### config.mk
export PLATFORM = sky130hd
export DESIGN_NAME = sisc_ctrl
export DESIGN_NICKNAME = d
export VERILOG_FILES = /design/src/rtl/sisc_pkg.sv /design/src/rtl/sisc_br_cond.sv /design/src/rtl/sisc_ctrl.sv
export SDC_FILE = /design/constraint.sdc
export NUM_CORES = 1
export LEC_CHECK = 0
export ABC_CLOCK_PERIOD_IN_PS = 1100
export CAP_MARGIN = 20
export CORE_AREA = 2 2 39 41
export CTS_BUF_LIST = sky130_fd_sc_hd__clkbuf_4 sky130_fd_sc_hd__clkbuf_8 sky130_fd_sc_hd__clkbuf_16
export CTS_CLUSTER_DIAMETER = 40
export DETAILED_ROUTE_END_ITERATION = 8
export DIE_AREA = 0 0 41 43
export GPL_ROUTABILITY_DRIVEN = 0
export PLACE_DENSITY_LB_ADDON = 0.1
export SLEW_MARGIN = 30
export SYNTH_ARGS = -nofsm -noshare
export SYNTH_HDL_FRONTEND = slang
export SYNTH_SLANG_ARGS = --single-unit
### constraint.sdc
create_clock -name clk -period 1.1 [get_ports clk]
set_input_delay 0.22 -clock clk [delete_from_list [all_inputs] [get_ports clk]]
set_output_delay 0.22 -clock clk [all_outputs]
set_load 0.01 [all_outputs]
### src/rtl/sisc_pkg.sv
// Shared constants for the SISC control path: opcodes, FSM states, ALU modes, status bits.
// Latency: n/a (declarations only).
// Backpressure: n/a (declarations only).
package sisc_pkg;

   // Default field widths; the control unit takes them as parameters with these values.
   localparam int OPC_DEF_W  = 4;
   localparam int MM_DEF_W   = 4;
   localparam int STAT_DEF_W = 4;

   // Opcodes (instr[31:28]); anything not listed is executed as a NOP.
   localparam logic [3:0] OP_NOP = 4'b0000;
   localparam logic [3:0] OP_ALU = 4'b0001;
   localparam logic [3:0] OP_LOD = 4'b0010;
   localparam logic [3:0] OP_STR = 4'b0011;
   localparam logic [3:0] OP_BRA = 4'b0100;
   localparam logic [3:0] OP_BRR = 4'b0101;
   localparam logic [3:0] OP_HLT = 4'b1111;

   // Binary-encoded FSM states.
   localparam logic [2:0] S_START     = 3'd0;
   localparam logic [2:0] S_FETCH     = 3'd1;
   localparam logic [2:0] S_DECODE    = 3'd2;
   localparam logic [2:0] S_EXECUTE   = 3'd3;
   localparam logic [2:0] S_MEM       = 3'd4;
   localparam logic [2:0] S_WRITEBACK = 3'd5;
   localparam logic [2:0] S_HALT      = 3'd6;

   // ALU operation select; 2'b11 is reserved and never driven.
   localparam logic [1:0] ALU_IDLE = 2'b00;
   localparam logic [1:0] ALU_FUNC = 2'b01;
   localparam logic [1:0] ALU_ADDR = 2'b10;

   // Status register bit positions, order {C,V,N,Z}.
   localparam int STAT_Z = 0;
   localparam int STAT_N = 1;
   localparam int STAT_V = 2;
   localparam int STAT_C = 3;

endpackage

### src/rtl/sisc_br_cond.sv
// Branch condition: taken when the mode mask is zero (unconditional) or selects any set flag.
// Latency: combinational, zero cycles.
// Backpressure: none; pure function of its inputs.
module sisc_br_cond #(
   parameter int W = 4
) (
   input  logic [W-1:0] mm,
   input  logic [W-1:0] stat,
   output logic         taken
);

   // A zero mask means "always"; otherwise any masked flag that is set fires the branch.
   always_comb begin
      taken = (mm == '0) || ((mm & stat) != '0);
   end

endmodule

### src/rtl/sisc_ctrl.sv
// Multi-cycle SISC control unit: START, FETCH, DECODE, EXECUTE, MEM, WRITEBACK, HALT.
// Latency: 5 cycles FETCH to FETCH per instruction; HLT reaches HALT 2 cycles after FETCH.
// Backpressure: none; the datapath is assumed to complete every step in one cycle.
module sisc_ctrl
   import sisc_pkg::*;
#(
   parameter int OPC_W  = OPC_DEF_W,
   parameter int MM_W   = MM_DEF_W,
   parameter int STAT_W = STAT_DEF_W
) (
   input  logic              clk,
   input  logic              rst,
   input  logic [OPC_W-1:0]  opcode,
   input  logic [MM_W-1:0]   mm,
   input  logic [STAT_W-1:0] stat,
   output logic              ir_load,
   output logic              pc_rst,
   output logic              pc_write,
   output logic              pc_sel,
   output logic              br_sel,
   output logic              rb_sel,
   output logic [1:0]        alu_op,
   output logic              stat_en,
   output logic              mm_sel,
   output logic              dm_we,
   output logic              wb_sel,
   output logic              rf_we,
   output logic              halted
);

   logic [2:0] state;
   logic [2:0] state_nxt;
   logic       br_taken;

   logic is_alu;
   logic is_lod;
   logic is_str;
   logic is_bra;
   logic is_brr;
   logic is_hlt;

   // Opcode decode; undefined opcodes match nothing and so fall through as NOPs.
   always_comb begin
      is_alu = (opcode == OPC_W'(OP_ALU));
      is_lod = (opcode == OPC_W'(OP_LOD));
      is_str = (opcode == OPC_W'(OP_STR));
      is_bra = (opcode == OPC_W'(OP_BRA));
      is_brr = (opcode == OPC_W'(OP_BRR));
      is_hlt = (opcode == OPC_W'(OP_HLT));
   end

   // The mode field is compared bitwise against the status flags, so both share one width.
   sisc_br_cond #(
      .W (MM_W)
   ) u_br_cond (
      .mm    (mm),
      .stat  (MM_W'(stat)),
      .taken (br_taken)
   );

   // State register; reset wins over every transition, including leaving HALT.
   always_ff @(posedge clk) begin
      if (rst) begin
         state <= S_START;
      end else begin
         state <= state_nxt;
      end
   end

   // Fixed step sequence; only DECODE branches (to HALT on HLT).
   always_comb begin
      state_nxt = S_START;
      case (state)
         S_START:     state_nxt = S_FETCH;
         S_FETCH:     state_nxt = S_DECODE;
         S_DECODE:    state_nxt = is_hlt ? S_HALT : S_EXECUTE;
         S_EXECUTE:   state_nxt = S_MEM;
         S_MEM:       state_nxt = S_WRITEBACK;
         S_WRITEBACK: state_nxt = S_FETCH;
         S_HALT:      state_nxt = S_HALT;
         default:     state_nxt = S_START;
      endcase
   end

   // Datapath controls: everything defaults low, each state raises only what it uses.
   always_comb begin
      ir_load  = 1'b0;
      pc_rst   = 1'b0;
      pc_write = 1'b0;
      pc_sel   = 1'b0;
      br_sel   = 1'b0;
      rb_sel   = 1'b0;
      alu_op   = ALU_IDLE;
      stat_en  = 1'b0;
      mm_sel   = 1'b0;
      dm_we    = 1'b0;
      wb_sel   = 1'b0;
      rf_we    = 1'b0;
      halted   = 1'b0;
      case (state)
         S_START: begin
            pc_rst = 1'b1;
         end
         S_FETCH: begin
            // Memory is addressed by PC and PC advances, so branch targets see PC+1.
            ir_load  = 1'b1;
            pc_write = 1'b1;
         end
         S_DECODE: begin
            // A store reads rd on port B to supply the write data.
            rb_sel = is_str;
            // The branch resolves here: stat as seen at the closing edge picks the PC.
            if ((is_bra || is_brr) && br_taken) begin
               pc_write = 1'b1;
               pc_sel   = 1'b1;
               br_sel   = is_bra;
            end
         end
         S_EXECUTE: begin
            if (is_alu) begin
               alu_op  = ALU_FUNC;
               stat_en = 1'b1;
            end else if (is_lod || is_str) begin
               alu_op = ALU_ADDR;
            end
         end
         S_MEM: begin
            if (is_str) begin
               mm_sel = 1'b1;
               dm_we  = 1'b1;
            end else if (is_lod) begin
               mm_sel = 1'b1;
               rb_sel = 1'b1;
            end
         end
         S_WRITEBACK: begin
            // ALU result and load address are held so the written value stays stable.
            if (is_alu) begin
               rf_we  = 1'b1;
               alu_op = ALU_FUNC;
            end else if (is_lod) begin
               rf_we  = 1'b1;
               wb_sel = 1'b1;
               mm_sel = 1'b1;
            end
         end
         S_HALT: begin
            halted = 1'b1;
         end
         default: begin
         end
      endcase
   end

endmodule

==> flow_summary.json, run 1 <==
{
  "finalSetupViolCount": 14,
  "slew_viol_final": 0,
  "postSynthAreaPerCell_um2": 7.24,
  "p_clk_share_pct": 32.9,
  "syn_area_um2": 340,
  "cts-buffers-inserted": 3,
  "yosys_warnings": 0,
  "holdPathStages": 2,
  "grt_pass1_wl_um": 2140,
  "fin_worst_skew_ps": 2.85,
  "cts_tree": "done",
  "crit_type": "flop to output port",
  "crit_path_top_delay_cell": "dfxtp_2",
  "cp.arrival_ps": 1250,
  "io_pins": 28,
  "synthCells": 47,
  "relSlewSlack_pct": 81.4,
  "cts_max_level": 1,
  "final_common_cell": "buf_4",
  "n_antenna_cell": 0,
  "postLayoutCoreUtil_pct": 61.9,
  "path_cells": "buf_6 > and2b_2 > mux2i_1 > nor3_2 > buf_2",
  "whs_ps": 548,
  "start_util_pct": 24.6,
  "route.detailed.drc": 0,
  "overflow": 0,
  "final_area_um2": 857,
  "timing.rr.end": "state[2]",
  "wl_per_cell_um": 11.0,
  "placed_area_um2": 763,
  "min_to": "state[0]",
  "vias": 517,
  "die_h_um": 43,
  "vias_per_cell": 4.66,
  "grt_max_degree": 8,
  "cts_root_buffer": "clkbuf_4",
  "period_minus_slack_ps": 1470,
  "max_stage_delay_ps": 330,
  "period_share_pct": 134,
  "critical_path_required_ps": 880,
  "design.die.area_mm2": 0.00176,
  "grt_use_total_pct": 18.2,
  "clock_sinks": 3,
  "leakage_nw": 0.414,
  "reg2reg_slack_ps": 20,
  "p_int_w": 0.000455,
  "ys_seq_elements": 3,
  "maxCapViolations": 0,
  "dp_hpwl_um": 876,
  "yosysSeqAreaShare_pct": 17.6,
  "hold_start": "state[1]",
  "r2r_cells": 5,
  "start_kind": "flop",
  "die_w_um": 41,
  "grt_pass1_vias": 523,
  "coreArea_mm2": 0.00138,
  "hold_class": "flop to flop",
  "r2r_start": "state[1]",
  "drtPass1Iterations": 2,
  "cts_buffer_depth": 2,
  "stdcell_count": 111,
  "grt_antenna_before_repair": 0,
  "cp_max_fo": 4,
  "regMostFlops": "state",
  "violations": "setup timing",
  "clk_pin_slew_ps": 40,
  "fmax_mhz": 679,
  "p_per_area_mw_per_mm2": 765,
  "drt-total-wl_um": 1220,
  "end_kind": "output port",
  "worst_slack_ps": -372,
  "power_frac_seq_pct": 20.2,
  "final_cell_mix": "buf_4 (16), buf_2 (14), dlygate4sd2_1 (6), nor2_1 (5)",
  "postRouteAntennaNets": 0,
  "hold_viol_final": 0,
  "outcome": "finished, violations left",
  "row_count": 14,
  "layout-drive-gt1-share_pct": 72.6,
  "syn_nets": 61,
  "nets": 110,
  "max_slew.worst_pin.slew_ps": 279,
  "pwr-share-comb_pct": 46.9,
  "largest_register_ffs": 3,
  "port_buffers": 27,
  "area_growth_pct": 152,
  "dp_cells": 100,
  "p_sw_w": 0.000201,
  "switching_share_pct": 30.6,
  "synth.distinct_cells": 22,
  "drt-initial-drc-count": 4,
  "largestRegisters": "state x3",
  "ir_drop_mv": 0.546,
  "clk_latency_ps": 230,
  "rsz0062_at_grt": "true",
  "cts_hold_buf": 0
}
## worst max-delay path: cells and delay by family, from the launching register on
| family | cells | cell delay [ps] |
|---|---|---|
| DFF | 1 | 330 |
| and+or+nand+nor | 2 | 270 |
| buffers and inverters | 2 | 240 |
| muxes | 1 | 170 |
## stage by stage
step	setup TNS [ps]	total power, W	worst slack (ps)
finish	-4030	0.000655	-372
global route	-5120	0.000717	-460
global placement	-11930	0.000388	-1020
floorplan	-144	0.000242	-40.5
detailed placement	-11980	0.000389	-1030
CTS	-4310	0.000658	-375
## worst max path at each step
stage / to / start / slack (ps) / depth (start not counted)
6_report: rb_sel / state[1] / -370 / 5
3_3_place_gp: br_sel / opcode[1] / -1020 / 5
5_1_grt: stat_en / state[2] / -460 / 4
3_5_place_dp: pc_write / opcode[1] / -1030 / 5
2_1_floorplan: dm_we / state[1] / -40 / 3
4_1_cts: rb_sel / state[1] / -370 / 5
## final cells by class
| type | count | area [µm²] |
|---|---|---|
| sequential | 3 | 66.3 |
| fill | 142 | 527 |
| multi-input combinational | 42 | 402 |
| clock buffer | 4 | 30.0 |
| tap | 16 | 20.0 |
| timing repair buffer | 46 | 339 |
## cell usage after synthesis
cell type,count,area [µm²]
nand2_1,5,18.8
buf_2,1,5.00
nor4_1,2,12.5
nor2b_1,1,6.26
and2_1,1,6.26
a41o_1,2,20.0
xor2_1,1,8.76
nand3_2,1,10.0
and2b_1,4,30.0
nor3b_2,2,25.0
buf_4,1,7.51
nor2_1,8,30.0
dfxtp_1,3,60.1
nand2b_1,1,6.26
a22o_1,2,17.5
mux2i_1,1,10.0
a211oi_1,1,7.51
nor4b_1,1,8.76
nor3b_1,1,7.51
a21oi_1,2,10.0
nor3_1,5,25.0
o21bai_1,1,7.51
## power by group through the flow
| stage | logic (W) | registers, W | clock network (W) |
|---|---|---|---|
| final | 0.000307 | 0.000133 | 0.000216 |
| after floorplan | 0.000110 | 0.000132 | 0 |
| after global placement | 0.000254 | 0.000134 | 0 |
| after detailed placement | 0.000256 | 0.000133 | 0 |
| after global routing | 0.000333 | 0.000134 | 0.000250 |
| after CTS | 0.000296 | 0.000132 | 0.000231 |
## per-layer routing
metal / vias up / track usage [%] / part of all wire [%]
met4: 0 / 12.0 / 1.1
li1: 269 / - / -
met3: 2 / 3.66 / 5.2
met1: 235 / 20.9 / 38
met5: - / 0 / 0
met2: 11 / 28.4 / 55
## cell families (layout without fill, tap and decap cells)
family | after synthesis | after routing | synth area share (%)
compound gates | 8 | 8 | 18.4
buf+inv | 2 | 50 | 3.68
mux | 1 | 1 | 2.94
flops | 3 | 3 | 17.6
xor+xnor | 1 | 1 | 2.57
simple gates | 32 | 32 | 54.8
## what timing repair did
action / in CTS / in global routing
buffers inserted: 7 / 1
resized for setup: 94 / 10
setup endpoints to repair: 16 / 17
pin swaps: 12 / 7
Power figures use the tool's default switching activity.
==> run 2: changes to the inputs <==
--- a/config.mk
+++ b/config.mk
@@ -12,6 +12,7 @@
 export CTS_CLUSTER_DIAMETER = 40
 export DETAILED_ROUTE_END_ITERATION = 8
 export DIE_AREA = 0 0 41 43
+export DONT_BUFFER_PORTS = 1
 export GPL_ROUTABILITY_DRIVEN = 0
 export PLACE_DENSITY_LB_ADDON = 0.1
 export SLEW_MARGIN = 30
==> flow_summary.json, run 2 (synthesized netlist as in run 1, its figures left out) <==
{
  "dp_cells": 70,
  "r2r_cells": 6,
  "r2r_start": "state[1]",
  "violations": "setup timing",
  "crit_family": "simple AND/OR/NAND/NOR gates",
  "hold_class": "input pin to flop",
  "maxCapViolations": 0,
  "crit_path_top_delay_cell": "dfxtp_4",
  "p_clk_share_pct": 35.8,
  "final_cell_mix": "buf_6 (7), buf_4 (5), nor2_1 (4), clkbuf_4 (4)",
  "largest_register_ffs": 3,
  "layout-drive-gt1-share_pct": 73.8,
  "drt-total-wl_um": 1200,
  "startpoint": "state[2]",
  "clk_latency_ps": 230,
  "vias": 415,
  "io_pins": 28,
  "die_w_um": 41,
  "max_stage_delay_ps": 360,
  "drt-initial-drc-count": 12,
  "end_kind": "output port",
  "grt_antenna_before_repair": 0,
  "cts_max_level": 1,
  "area_growth_pct": 98.2,
  "crit_buf_inv": 0,
  "dp_hpwl_um": 810,
  "grt_use_total_pct": 14.4,
  "worst_slack_ps": -316,
  "period_minus_slack_ps": 1420,
  "slew_viol_final": 0,
  "cts_root_buffer": "clkbuf_4",
  "relSlewSlack_pct": 75.1,
  "reg2reg_slack_ps": 0,
  "p_per_area_mw_per_mm2": 900,
  "stdcell_count": 77,
  "overflow": 0,
  "route.detailed.drc": 0,
  "wl_per_cell_um": 15.6,
  "timing.rr.end": "state[1]",
  "die_h_um": 43,
  "multi_input_area_um2": 443,
  "switching_share_pct": 31.3,
  "grt_pass1_wl_um": 1720,
  "setup.worst_path.end": "stat_en",
  "rsz0062_at_grt": "true",
  "row_count": 14,
  "cts_buffer_depth": 2,
  "max_slew.worst_pin.slew_ps": 373,
  "drtPass1Iterations": 4,
  "design.die.area_mm2": 0.00176,
  "period_share_pct": 129,
  "ir_drop_mv": 0.520,
  "postRouteAntennaNets": 0,
  "cts_tree": "done",
  "grt_pass1_vias": 410,
  "finalPower_w": 0.000607,
  "vias_per_cell": 5.39,
  "path_cells": "and2b_1 > nand2_2 > nor4_4",
  "fin_worst_skew_ps": 1.56,
  "nets": 76,
  "final_common_cell": "buf_6",
  "coreArea_mm2": 0.00138,
  "crit_type": "flop to output port",
  "pwr-share-comb_pct": 42.7,
  "fmax_mhz": 706,
  "regMostFlops": "state",
  "outcome": "finished, violations left",
  "hold_viol_final": 0,
  "clk_pin_slew_ps": 40,
  "p_sw_w": 0.000190,
  "port_buffers": 0,
  "start_kind": "flop",
  "cts_hold_buf": 0,
  "cp_max_fo": 7,
  "largestRegisters": "state x3",
  "n_antenna_cell": 0,
  "clock_sinks": 3,
  "start_util_pct": 24.6,
  "cts-buffers-inserted": 3,
  "critical_path_required_ps": 880,
  "crit_cells": 3,
  "leakage_nw": 0.271,
  "power_frac_seq_pct": 21.5,
  "p_int_w": 0.000417,
  "finalSetupViolCount": 14,
  "nFillCells": 138,
  "grt_max_degree": 10,
  "cp.arrival_ps": 1200,
  "seqCellArea_um2": 65.1
}
-- run 2: changes by cell type in the layout (fill, tap and decap cells not counted), moves of 2 or more --
cell	change
nor3b_4	+3
buf_6	+3
dlygate4sd2_1	-6
nor3_4	+2
clkbuf_2	-2
buf_2	-14
nor3b_2	-3
buf_4	-11
nor3_2	-2
a21oi_2	-2
clkdlybuf4s15_1	-2
-- run 2: worst min path at each step --
stage               start       end  slack [ps]  cells after the start
floorplan             rst  state[1]         280                      1
global placement      rst  state[1]         290                      1
detailed placement    rst  state[2]         290                      1
CTS                   rst  state[2]          40                      1
global route          rst  state[1]          40                      1
finish                rst  state[2]          50                      1
-- run 2: power by group through the flow --
stage | sequential [W] | clock, W | combinational [W]
after floorplan | 0.000132 | 0 | 0.000110
after CTS | 0.000129 | 0.000229 | 0.000199
after global routing | 0.000132 | 0.000241 | 0.000273
final | 0.000131 | 0.000217 | 0.000260
after global placement | 0.000131 | 0 | 0.000158
after detailed placement | 0.000131 | 0 | 0.000162
-- run 2: routing by layer --
layer	part of all wire (%)	track usage (%)	wire length (µm)	vias to the layer above
met2	60	23.1	718	13
met1	34	15.0	408	201
met3	5.1	3.14	61	2
met4	1.2	11.3	15	0
met5	0	0	0	-
li1	-	-	-	199
-- run 2: stage by stage --
stage,setup TNS [ps],hold WS [ps],instance area [µm²],util (%),worst slack [ps]
floorplan,-144,285,399,-,-40.5
global placement,-517,286,470,34.0,-121
detailed placement,-586,290,470,34.0,-120
CTS,-3880,37.5,594,42.9,-335
global route,-4540,39.0,674,48.7,-387
finish,-3660,49.2,674,48.7,-316
-- run 2: cell type report --
cell class | count | area share (%)
Clock buffer | 4 | 4.45
Multi-Input combinational cell | 42 | 65.7
Sequential cell | 3 | 9.65
Tap cell | 16 | 2.97
Timing Repair Buffer | 12 | 17.3
-- run 2: what timing repair did --
| action | CTS | global route |
|---|---|---|
| buffers inserted | 1 | 2 |
| endpoints found under the setup margin | 14 | 16 |
| pin swaps | 6 | 7 |
| gates resized for setup | 21 | 15 |
-- run 2: worst reg2reg max path, delay by kind of cell (launching register included) --
kind	cells	cell delay (ps)
buffers and inverters	3	370
and+or+nand+nor	3	340
DFF	1	330
==> run 3: changes to the inputs <==
--- a/config.mk
+++ b/config.mk
@@ -5,15 +5,17 @@
 export SDC_FILE = /design/constraint.sdc
 export NUM_CORES = 1
 export LEC_CHECK = 0
+export ABC_AREA = 1
 export ABC_CLOCK_PERIOD_IN_PS = 1100
 export CAP_MARGIN = 20
-export CORE_AREA = 2 2 39 41
+export CORE_AREA = 3 3 40 42
 export CTS_BUF_LIST = sky130_fd_sc_hd__clkbuf_4 sky130_fd_sc_hd__clkbuf_8 sky130_fd_sc_hd__clkbuf_16
 export CTS_CLUSTER_DIAMETER = 40
 export DETAILED_ROUTE_END_ITERATION = 8
-export DIE_AREA = 0 0 41 43
+export DIE_AREA = 0 0 43 45
 export DONT_BUFFER_PORTS = 1
 export GPL_ROUTABILITY_DRIVEN = 0
+export MAX_ROUTING_LAYER = met4
 export PLACE_DENSITY_LB_ADDON = 0.1
 export SLEW_MARGIN = 30
 export SYNTH_ARGS = -nofsm -noshare
==> flow_summary.json, run 3 <==
{
  "outcome": "finished, violations left",
  "violations": "setup timing",
  "start_kind": "flop",
  "clk_pin_slew_ps": 40,
  "crit_buf_inv": 0,
  "cp_max_fo": 6,
  "max_stage_delay_ps": 370,
  "cp.arrival_ps": 1090,
  "crit_family": "flip-flops",
  "p_per_area_mw_per_mm2": 1160,
  "slew_viol_final": 0,
  "vias": 460,
  "whs_ps": 45.2,
  "port_buffers": 0,
  "synthCells": 62,
  "relSlewSlack_pct": 82.9,
  "reg2reg_slack_ps": 50,
  "hold_viol_final": 0,
  "grt_antenna_before_repair": 0,
  "hold_start": "rst",
  "coreArea_mm2": 0.00128,
  "postSynthAreaPerCell_um2": 5.29,
  "n_antenna_cell": 0,
  "worst_slack_ps": -208,
  "max_slew.worst_pin.slew_ps": 255,
  "critical_path_required_ps": 880,
  "largestRegisters": "state x3",
  "vias_per_cell": 4.89,
  "yosys-top-cells-area": "nand2_1 (19%), dfxtp_1 (18%), nor2_1 (13%)",
  "crit_path_top_delay_cell": "dfxtp_4",
  "die_w_um": 43,
  "r2r_cells": 6,
  "drt-total-wl_um": 1060,
  "yosysTopAreaCellShare_pct": 19.5,
  "wl_per_cell_um": 11.2,
  "final_cell_mix": "nand2_1 (14), buf_4 (11), inv_1 (5), nor2_4 (5), nor2_1 (5)",
  "design.die.area_mm2": 0.00194,
  "nets": 94,
  "cts_root_buffer": "clkbuf_4",
  "period_share_pct": 119,
  "clk_latency_ps": 230,
  "yosysMostFrequentCell": "nand2_1",
  "clock_sinks": 3,
  "largest_register_ffs": 3,
  "synth.distinct_cells": 16,
  "ys_top_cells_by_count": "nand2_1 (17), nor2_1 (11), inv_1 (6)",
  "regMostFlops": "state",
  "postLayoutCoreUtil_pct": 47.4,
  "cts_buffer_depth": 2,
  "period_minus_slack_ps": 1310,
  "cts-buffers-inserted": 3,
  "ys_seq_elements": 3,
  "async_reset_ff_share_pct": 0,
  "dp_cells": 84,
  "cts_hold_buf": 0,
  "area_growth_pct": 85.9,
  "io_pins": 28,
  "yosysTopAreaCell": "nand2_1",
  "layout-drive-gt1-share_pct": 59.5,
  "cts_max_level": 1,
  "stdcell_count": 94,
  "syn_area_um2": 328,
  "postRouteAntennaNets": 0,
  "cts_tree": "done",
  "grt_pass1_vias": 415,
  "rsz0062_at_grt": "true",
  "crit_cells": 3,
  "ir_drop_mv": 0.574,
  "r2r_start": "state[0]",
  "ys.flop_type": "dfxtp_1",
  "holdPathStages": 1,
  "final_common_cell": "nand2_1",
  "path_cells": "nor3_4 > nand2_2 > o21ai_2",
  "drtPass1Iterations": 4,
  "grt_pass1_wl_um": 1670,
  "grt_use_total_pct": 11.5,
  "dp_hpwl_um": 742,
  "hold_class": "input pin to flop",
  "die_h_um": 45,
  "yosysSeqAreaShare_pct": 18.3,
  "row_count": 13,
  "grt_max_degree": 7,
  "fmax_mhz": 764,
  "maxCapViolations": 0,
  "yosys_warnings": 0,
  "end_kind": "output port",
  "leakage_nw": 0.240,
  "timing.rr.end": "state[2]",
  "route.detailed.drc": 0,
  "synth_edf_count": 0,
  "finalSetupViolCount": 14,
  "syn_nets": 76,
  "crit_type": "flop to output port",
  "fin_worst_skew_ps": 3.35,
  "overflow": 0,
  "start_util_pct": 25.5,
  "drt-initial-drc-count": 4,
  "min_to": "state[1]"
}
-- run 3: cell count changes after synthesis, moves of 3 or more --
cell and change:
nor3_1 -3, nor2_2 +3, nor2_1 +3, and2b_1 -4
o21ai_1 +3, nand3_1 +4, nand2_1 +12, a21oi_1 +3
inv_1 +6
-- run 3: logic make-up (layout without fill, tap and decap cells) --
logic type | Yosys count | after routing | synth area share, %
buf+inv | 8 | 25 | 9.16
flops | 3 | 3 | 18.3
simple gates | 42 | 42 | 58.8
compound gates | 9 | 9 | 13.7
-- run 3: worst max path at each step --
stage | startpoint | endpoint | slack [ps]
finish | state[1] | rb_sel | -210
global route | state[0] | alu_op[0] | -250
CTS | state[1] | rb_sel | -220
detailed placement | state[1] | br_sel | -70
global placement | state[1] | br_sel | -100
floorplan | state[2] | rb_sel | 20
-- run 3: timing repair --
action / in CTS / in global routing
endpoints found under the hold margin: 0 / 0
setup endpoints to repair: 14 / 15
buffers inserted: 3 / 3
pin swaps: 5 / 7
gates resized for setup: 28 / 11
-- run 3: stage by stage --
step | worst slack [ps] | instance area (µm²) | total power (W) | setup TNS, ps
after floorplan | 17.7 | 328 | 0.000278 | 0
after global placement | -97.1 | 399 | 0.000361 | -278
after detailed placement | -68.7 | 399 | 0.000357 | -177
after CTS | -217 | 539 | 0.000647 | -1950
after global routing | -254 | 609 | 0.000764 | -2850
final | -208 | 609 | 0.000706 | -2080
-- run 3: worst reg2reg max path, delay by kind of cell (launching register included) --
family / cells / cell delay, ps
buffers and inverters: 3 / 300
AO/OA/AOI/OAI: 1 / 60
flip-flops: 1 / 420
AND/OR/NAND/NOR: 2 / 160
-- run 3: final cells by class --
cell class              count  area [µm²]
clock buffers               4        30.0
fillers                   142         676
inverters                   8        37.5
multi-input cells          51         347
flip-flops and latches      3        71.3
well taps                  15        18.8
repair buffers             13         105
-- run 3: where the power goes --
part	total (W)	switching, W	internal (W)
logic	0.000306	0.000153	0.000153
registers	0.000187	0.0000531	0.000134
clock network	0.000213	0.0000528	0.000160
total	0.000706	0.000259	0.000447
-- run 3: per-layer routing --
metal | vias to the layer above | share of wire (%) | track usage (%)
met4 | 0 | 0 | 1.81
li1 | 235 | - | -
met3 | 0 | 7.9 | 4.38
met5 | - | 0 | -
met2 | 22 | 52 | 20.7
met1 | 203 | 40 | 12.4
